[src/rtl/itrx_amba3_apb_mstr.sv]
// APB3 requester: valid/ready command stream in, SETUP/ACCESS transfers out, valid/ready response back.
// Optional access wait-state timeout is compiled in with `define ITRX_APB3_MSTR_TIMEOUT_EN.

package itrx_amba3_apb_pkg;
    typedef enum logic {
        READ  = 1'b0,
        WRITE = 1'b1
    } te_pwrite;
endpackage

module itrx_amba3_apb_mstr
    import itrx_amba3_apb_pkg::*;
#(
    parameter int unsigned AW     = 32,
    parameter int unsigned DW     = 32,
    parameter int unsigned TO_CYC = 256
) (
    input  logic          pclk,
    input  logic          presetn,
    input  logic          cmd_valid,
    output logic          cmd_ready,
    input  te_pwrite      cmd_write,
    input  logic [AW-1:0] cmd_addr,
    input  logic [DW-1:0] cmd_wdata,
    output logic          rsp_valid,
    input  logic          rsp_ready,
    output logic [DW-1:0] rsp_rdata,
    output logic          rsp_err,
    output logic          rsp_timeout,
    output logic          psel,
    output logic          penable,
    output te_pwrite      pwrite,
    output logic [AW-1:0] paddr,
    output logic [DW-1:0] pwdata,
    input  logic [DW-1:0] prdata,
    input  logic          pready,
    input  logic          pslverr
);

    typedef enum logic [1:0] {
        S_IDLE   = 2'd0,
        S_SETUP  = 2'd1,
        S_ACCESS = 2'd2,
        S_RESP   = 2'd3
    } state_e;

    state_e        state_q, state_d;
    logic          psel_q, psel_d;
    logic          penable_q, penable_d;
    te_pwrite      pwrite_q, pwrite_d;
    logic [AW-1:0] paddr_q, paddr_d;
    logic [DW-1:0] pwdata_q, pwdata_d;
    logic          rsp_valid_q, rsp_valid_d;
    logic [DW-1:0] rsp_rdata_q, rsp_rdata_d;
    logic          rsp_err_q, rsp_err_d;
    logic          rsp_timeout_q, rsp_timeout_d;
    logic          to_hit_c;

`ifdef ITRX_APB3_MSTR_TIMEOUT_EN
    localparam int unsigned CNT_W = $clog2(TO_CYC);

    logic [CNT_W-1:0] wait_cnt_q, wait_cnt_d;

    // Counts ACCESS wait states; SETUP is the only way into ACCESS, so clear there.
    always_comb begin
        wait_cnt_d = wait_cnt_q;
        if (state_q == S_SETUP) begin
            wait_cnt_d = '0;
        end else if ((state_q == S_ACCESS) && !pready) begin
            wait_cnt_d = wait_cnt_q + CNT_W'(1);
        end
    end

    always_ff @(posedge pclk or negedge presetn) begin
        if (!presetn) begin
            wait_cnt_q <= '0;
        end else begin
            wait_cnt_q <= wait_cnt_d;
        end
    end

    assign to_hit_c = (state_q == S_ACCESS) && !pready
                      && (wait_cnt_q == CNT_W'(TO_CYC - 1));
`else
    // No abort path; TO_CYC is always >= 2 so this is a constant 0.
    assign to_hit_c = (TO_CYC == 0);
`endif

    assign cmd_ready = (state_q == S_IDLE);

    // State register
    always_ff @(posedge pclk or negedge presetn) begin
        if (!presetn) begin
            state_q <= S_IDLE;
        end else begin
            state_q <= state_d;
        end
    end

    // Next-state logic
    always_comb begin
        state_d = state_q;
        case (state_q)
            S_IDLE:   if (cmd_valid) state_d = S_SETUP;
            S_SETUP:  state_d = S_ACCESS;
            S_ACCESS: if (pready || to_hit_c) state_d = S_RESP;
            S_RESP:   if (rsp_ready) state_d = S_IDLE;
            default:  state_d = S_IDLE;
        endcase
    end

    // Output next values; bus strobes and rsp_valid follow the state being entered.
    always_comb begin
        psel_d        = (state_d == S_SETUP) || (state_d == S_ACCESS);
        penable_d     = (state_d == S_ACCESS);
        rsp_valid_d   = (state_d == S_RESP);
        pwrite_d      = pwrite_q;
        paddr_d       = paddr_q;
        pwdata_d      = pwdata_q;
        rsp_rdata_d   = rsp_rdata_q;
        rsp_err_d     = rsp_err_q;
        rsp_timeout_d = rsp_timeout_q;

        if ((state_q == S_IDLE) && cmd_valid) begin
            pwrite_d = cmd_write;
            paddr_d  = cmd_addr;
            pwdata_d = (cmd_write == WRITE) ? cmd_wdata : '0;
        end

        if (state_q == S_ACCESS) begin
            if (pready) begin
                rsp_rdata_d   = (pwrite_q == READ) ? prdata : '0;
                rsp_err_d     = pslverr;
                rsp_timeout_d = 1'b0;
            end else if (to_hit_c) begin
                rsp_rdata_d   = '0;
                rsp_err_d     = 1'b1;
                rsp_timeout_d = 1'b1;
            end
        end
    end

    // Output registers
    always_ff @(posedge pclk or negedge presetn) begin
        if (!presetn) begin
            psel_q        <= 1'b0;
            penable_q     <= 1'b0;
            pwrite_q      <= READ;
            paddr_q       <= '0;
            pwdata_q      <= '0;
            rsp_valid_q   <= 1'b0;
            rsp_rdata_q   <= '0;
            rsp_err_q     <= 1'b0;
            rsp_timeout_q <= 1'b0;
        end else begin
            psel_q        <= psel_d;
            penable_q     <= penable_d;
            pwrite_q      <= pwrite_d;
            paddr_q       <= paddr_d;
            pwdata_q      <= pwdata_d;
            rsp_valid_q   <= rsp_valid_d;
            rsp_rdata_q   <= rsp_rdata_d;
            rsp_err_q     <= rsp_err_d;
            rsp_timeout_q <= rsp_timeout_d;
        end
    end

    assign psel        = psel_q;
    assign penable     = penable_q;
    assign pwrite      = pwrite_q;
    assign paddr       = paddr_q;
    assign pwdata      = pwdata_q;
    assign rsp_valid   = rsp_valid_q;
    assign rsp_rdata   = rsp_rdata_q;
    assign rsp_err     = rsp_err_q;
    assign rsp_timeout = rsp_timeout_q;

endmodule

[config.mk]
export PLATFORM = sky130hd
export DESIGN_NAME = itrx_amba3_apb_mstr
export DESIGN_NICKNAME = d
export VERILOG_FILES = /design/src/rtl/itrx_amba3_apb_mstr.sv
export SDC_FILE = /design/constraint.sdc
export NUM_CORES = 1
export LEC_CHECK = 0
export BUFFER_PORTS_ARGS = -buffer_cell sky130_fd_sc_hd__buf_4
export CAP_MARGIN = 20
export CELL_PAD_IN_SITES_DETAIL_PLACEMENT = 0
export CELL_PAD_IN_SITES_GLOBAL_PLACEMENT = 1
export CORE_ASPECT_RATIO = 0.9
export CORE_MARGIN = 5
export CORE_UTILIZATION = 32
export CTS_CLUSTER_DIAMETER = 80
export DETAILED_ROUTE_END_ITERATION = 8
export GPL_ROUTABILITY_DRIVEN = 0
export PLACE_DENSITY = 0.74
export RECOVER_POWER = 25
export SLEW_MARGIN = 20
export SYNTH_ARGS = -nofsm -noshare
export SYNTH_HDL_FRONTEND = slang
export SYNTH_SLANG_ARGS = --single-unit
[constraint.sdc]
create_clock -name pclk -period 1.47 [get_ports pclk]
set_input_delay 0.147 -clock pclk [delete_from_list [all_inputs] [get_ports pclk]]
set_output_delay 0.147 -clock pclk [all_outputs]
set_load 0.02 [all_outputs]
==> key figures <==
Run status
  • Status: completed

Timing
  • Fin crit share: 0.980
  • Final Max Tran Viols: 0
  • # setup viols final: 0
  • Clock skew: 0.00401 ns
  • Post-layout minimum cycle time: 1.44 ns
  • Slew Limit Headroom: 0.556
  • Slew @ Worst Pin: 0.667 ns
  • RSZ-0062 raised after global routing: true
  • Max Freq: 695 MHz
  • Final hold violations: 0

Worst setup path
  • Req. time, crit path: 1.70 ns
  • Kind of end point of the critical path: register
  • Crit path kind: reg -> reg
  • CP startpoint kind: register
  • R2R Setup Slk: 0.03 ns
  • CP arrival: 1.67 ns
  • Worst-path fanout max: 18

CTS
  • H-tree depth: 3
  • Root buffer cell: clkbuf_16
  • Sink Count: 103
  • Clk slew on worst S/H paths: 0.07 ns
  • Max Buffers Root-to-Sink: 2
  • Worst-skew pair later-pin latency: 0.34 ns
  • Num CTS Buffers: 9
  • CTS tree: built

Global routing
  • First-pass GRT wire length: 18200 microns
  • Vias in the first global route: 3461
  • Largest net degree at the start of global routing: 46
  • Total Routing Usage GR: 0.142
  • Initial antenna violation count: 0
  • Grt total ovfl: 0

Die
  • Core area: 13900 sq um
  • Cell row count: 41
  • Die Height: 122 microns
  • Starting Density: 0.323
  • Die ar.: 16500 sq um
  • Num ports: 206
  • Die width: 135 microns

Finish
  • Antenna diode instance count: 0
  • Fin area: 6740 sq um
  • Finished Core Util: 0.486
  • Layout cell share with drive strength beyond 1: 0.528
  • Area growth, synth to finish: 50.6%
  • Layout Nets: 658

Power
  • Clk network pwr share: 0.172
  • PwrDens: 2160 nW/um^2
  • Cell Int Power: 9.21 mW
  • Reg power frac: 0.340
  • Lkg Pwr: 3.34 nW
  • Max VDD drop: 0.990 mV
  • Combinational share of power: 0.489
  • Switching power: 5.32 mW
  • Sw Ratio: 0.366

Yosys
  • Synth area leader: dfrtp_1
  • Yosys top cell area share: 0.576
  • Syn Nets: 437
  • Synthesized area: 4470 sq um
  • Sequential-to-total area share from yosys stat: 0.576
  • Synth area leaders: dfrtp_1 (58%), mux2_4 (10%), mux2i_1 (7.4%)
  • Number of synthesis warnings: 0
  • Post-synthesis average cell area: 13.4 sq um
  • Netlist cell types: 22
  • Syn Inst Count: 333
  • #FFs+latches synth: 103

Routing
  • DRC errors left: 0
  • Drt initial violations: 73
  • DRT antenna net count: 0
  • Vias per cell: 4.34
  • Vias: 3171
  • Routed len/inst: 15.9 microns
  • DRT Pass-1 Iters: 4
  • Total wire length: 11600 microns

Placed design
  • Placed cell areas: 6240 sq um
  • HPWL after DPL: 8560 microns
  • IO buf count: 204

Worst hold path
  • Hold Path Class: in -> reg

Run
  • Max cap viols: 0
-- worst max-delay path: stages, from the launching register on --
cell     delay, ns
dfrtp_2       0.40
buf_6         0.12
and3b_2       0.28
buf_12        0.21
mux2_4        0.31
-- power groups by stage --
stage | registers, mW | logic, mW | clock network [mW]
3_5_place_dp | 4.97 | 6.96 | 0
4_1_cts | 4.95 | 7.09 | 2.60
6_report | 4.94 | 7.10 | 2.49
2_1_floorplan | 6.45 | 2.41 | 0
5_1_grt | 5.11 | 7.56 | 2.71
3_3_place_gp | 4.93 | 6.87 | 0
-- Yosys cell counts --
library cell  count
buf_4             2
ha_1              1
a21boi_0          1
clkbuf_1          7
buf_8             2
nor3b_2           1
nand2_1          33
nor2b_1          32
inv_1            33
o22ai_1           1
buf_6             9
o22a_1            1
and3b_1           1
dfrtp_1         103
nand2b_1          2
mux2i_1          33
mux2_2           18
conb_1            1
mux2_1           18
nor2_1            3
and3_1            1
mux2_4           30
-- cell families (layout without fill, tap and decap cells) --
kind of cell	Yosys count	in the layout	share of synthesized area
adder cells (fa/ha/maj)	1	1	0.00280
other	1	1	0.000838
buffers and inverters	53	279	0.0663
multiplexers	99	99	0.265
flip-flops	103	103	0.576
AO/OA/AOI/OAI	3	3	0.00504
AND/OR/NAND/NOR	73	73	0.0839
-- final timing paths --
check	end	cells past startpoint	from
setup reg to reg	rsp_rdata[23]	4	state_q[1]
hold reg to reg	paddr[13]	1	paddr[13]
setup / recovery	rsp_rdata[23]	4	state_q[1]
min in group asynchronous	rsp_rdata[30]	2	presetn
hold / removal	paddr[6]	2	cmd_addr[6]
max in group asynchronous	pwdata[22]	3	presetn
-- what timing repair did --
item                                    CTS  global route
buffers inserted                          3             1
resized for setup                         4            16
cloned                                    1             0
hold endpoints to repair                 28             0
hold buffers                              6             0
pin swaps                                 1             3
endpoints found under the setup margin   19            67
-- layer usage --
| metal | routed length, microns | GRT usage | vias up | share of wire |
|---|---|---|---|---|
| li1 | - | - | 1509 | - |
| met5 | 0 | 0 | - | 0 |
| met4 | 153 | 0.0413 | 0 | 0.013 |
| met2 | 5240 | 0.211 | 140 | 0.45 |
| met1 | 5110 | 0.184 | 1512 | 0.44 |
| met3 | 1140 | 0.0677 | 10 | 0.098 |
-- sequential cells by signal, summed over array words and instances (netlist names) --
| name | flops |
|---|---|
| paddr | 32 |
| penable | 1 |
| psel | 1 |
| pwdata | 32 |
| pwrite | 1 |
| rsp_err | 1 |
| rsp_rdata | 32 |
| rsp_valid | 1 |
| state_q | 2 |
-- layout make-up --
cell class,count,area [sq um]
clock buffer,12,267
clock inverter,4,52.6
fill,1268,7110
inverter,33,124
multi-input combinational,177,1630
sequential,103,2580
tap,172,215
timing repair buffer,230,1880
-- metrics by stage --
step	TNS [ns]	std cells	setup WS, ns	total power, mW	hold slack [ns]
floorplan	0	333	0.0324	8.86	-0.149
global placement	0	704	0.0360	11.8	0.0813
detailed placement	-0.105	704	-0.0350	11.9	0.0837
CTS	0	730	0.00602	14.6	0.000603
global route	-0.443	731	-0.0298	15.4	0.00353
finish	0	731	0.0301	14.5	0.0212
-- layout by cell type (no fill, tap or decap), drive strengths merged --
cell type and n:
buf 223, and3b 1, a21boi 1, o22a 1
dlygate4sd3 6, nor3b 1, o22ai 1, conb 1
bufinv 1, mux2 66, nand2b 2, mux2i 33
ha 1, and3 1, clkbuf 13, dfrtp 103
clkinvlp 3, inv 33, nor2b 32, nor2 3
nand2 33
(Power assumes the default switching activity.)
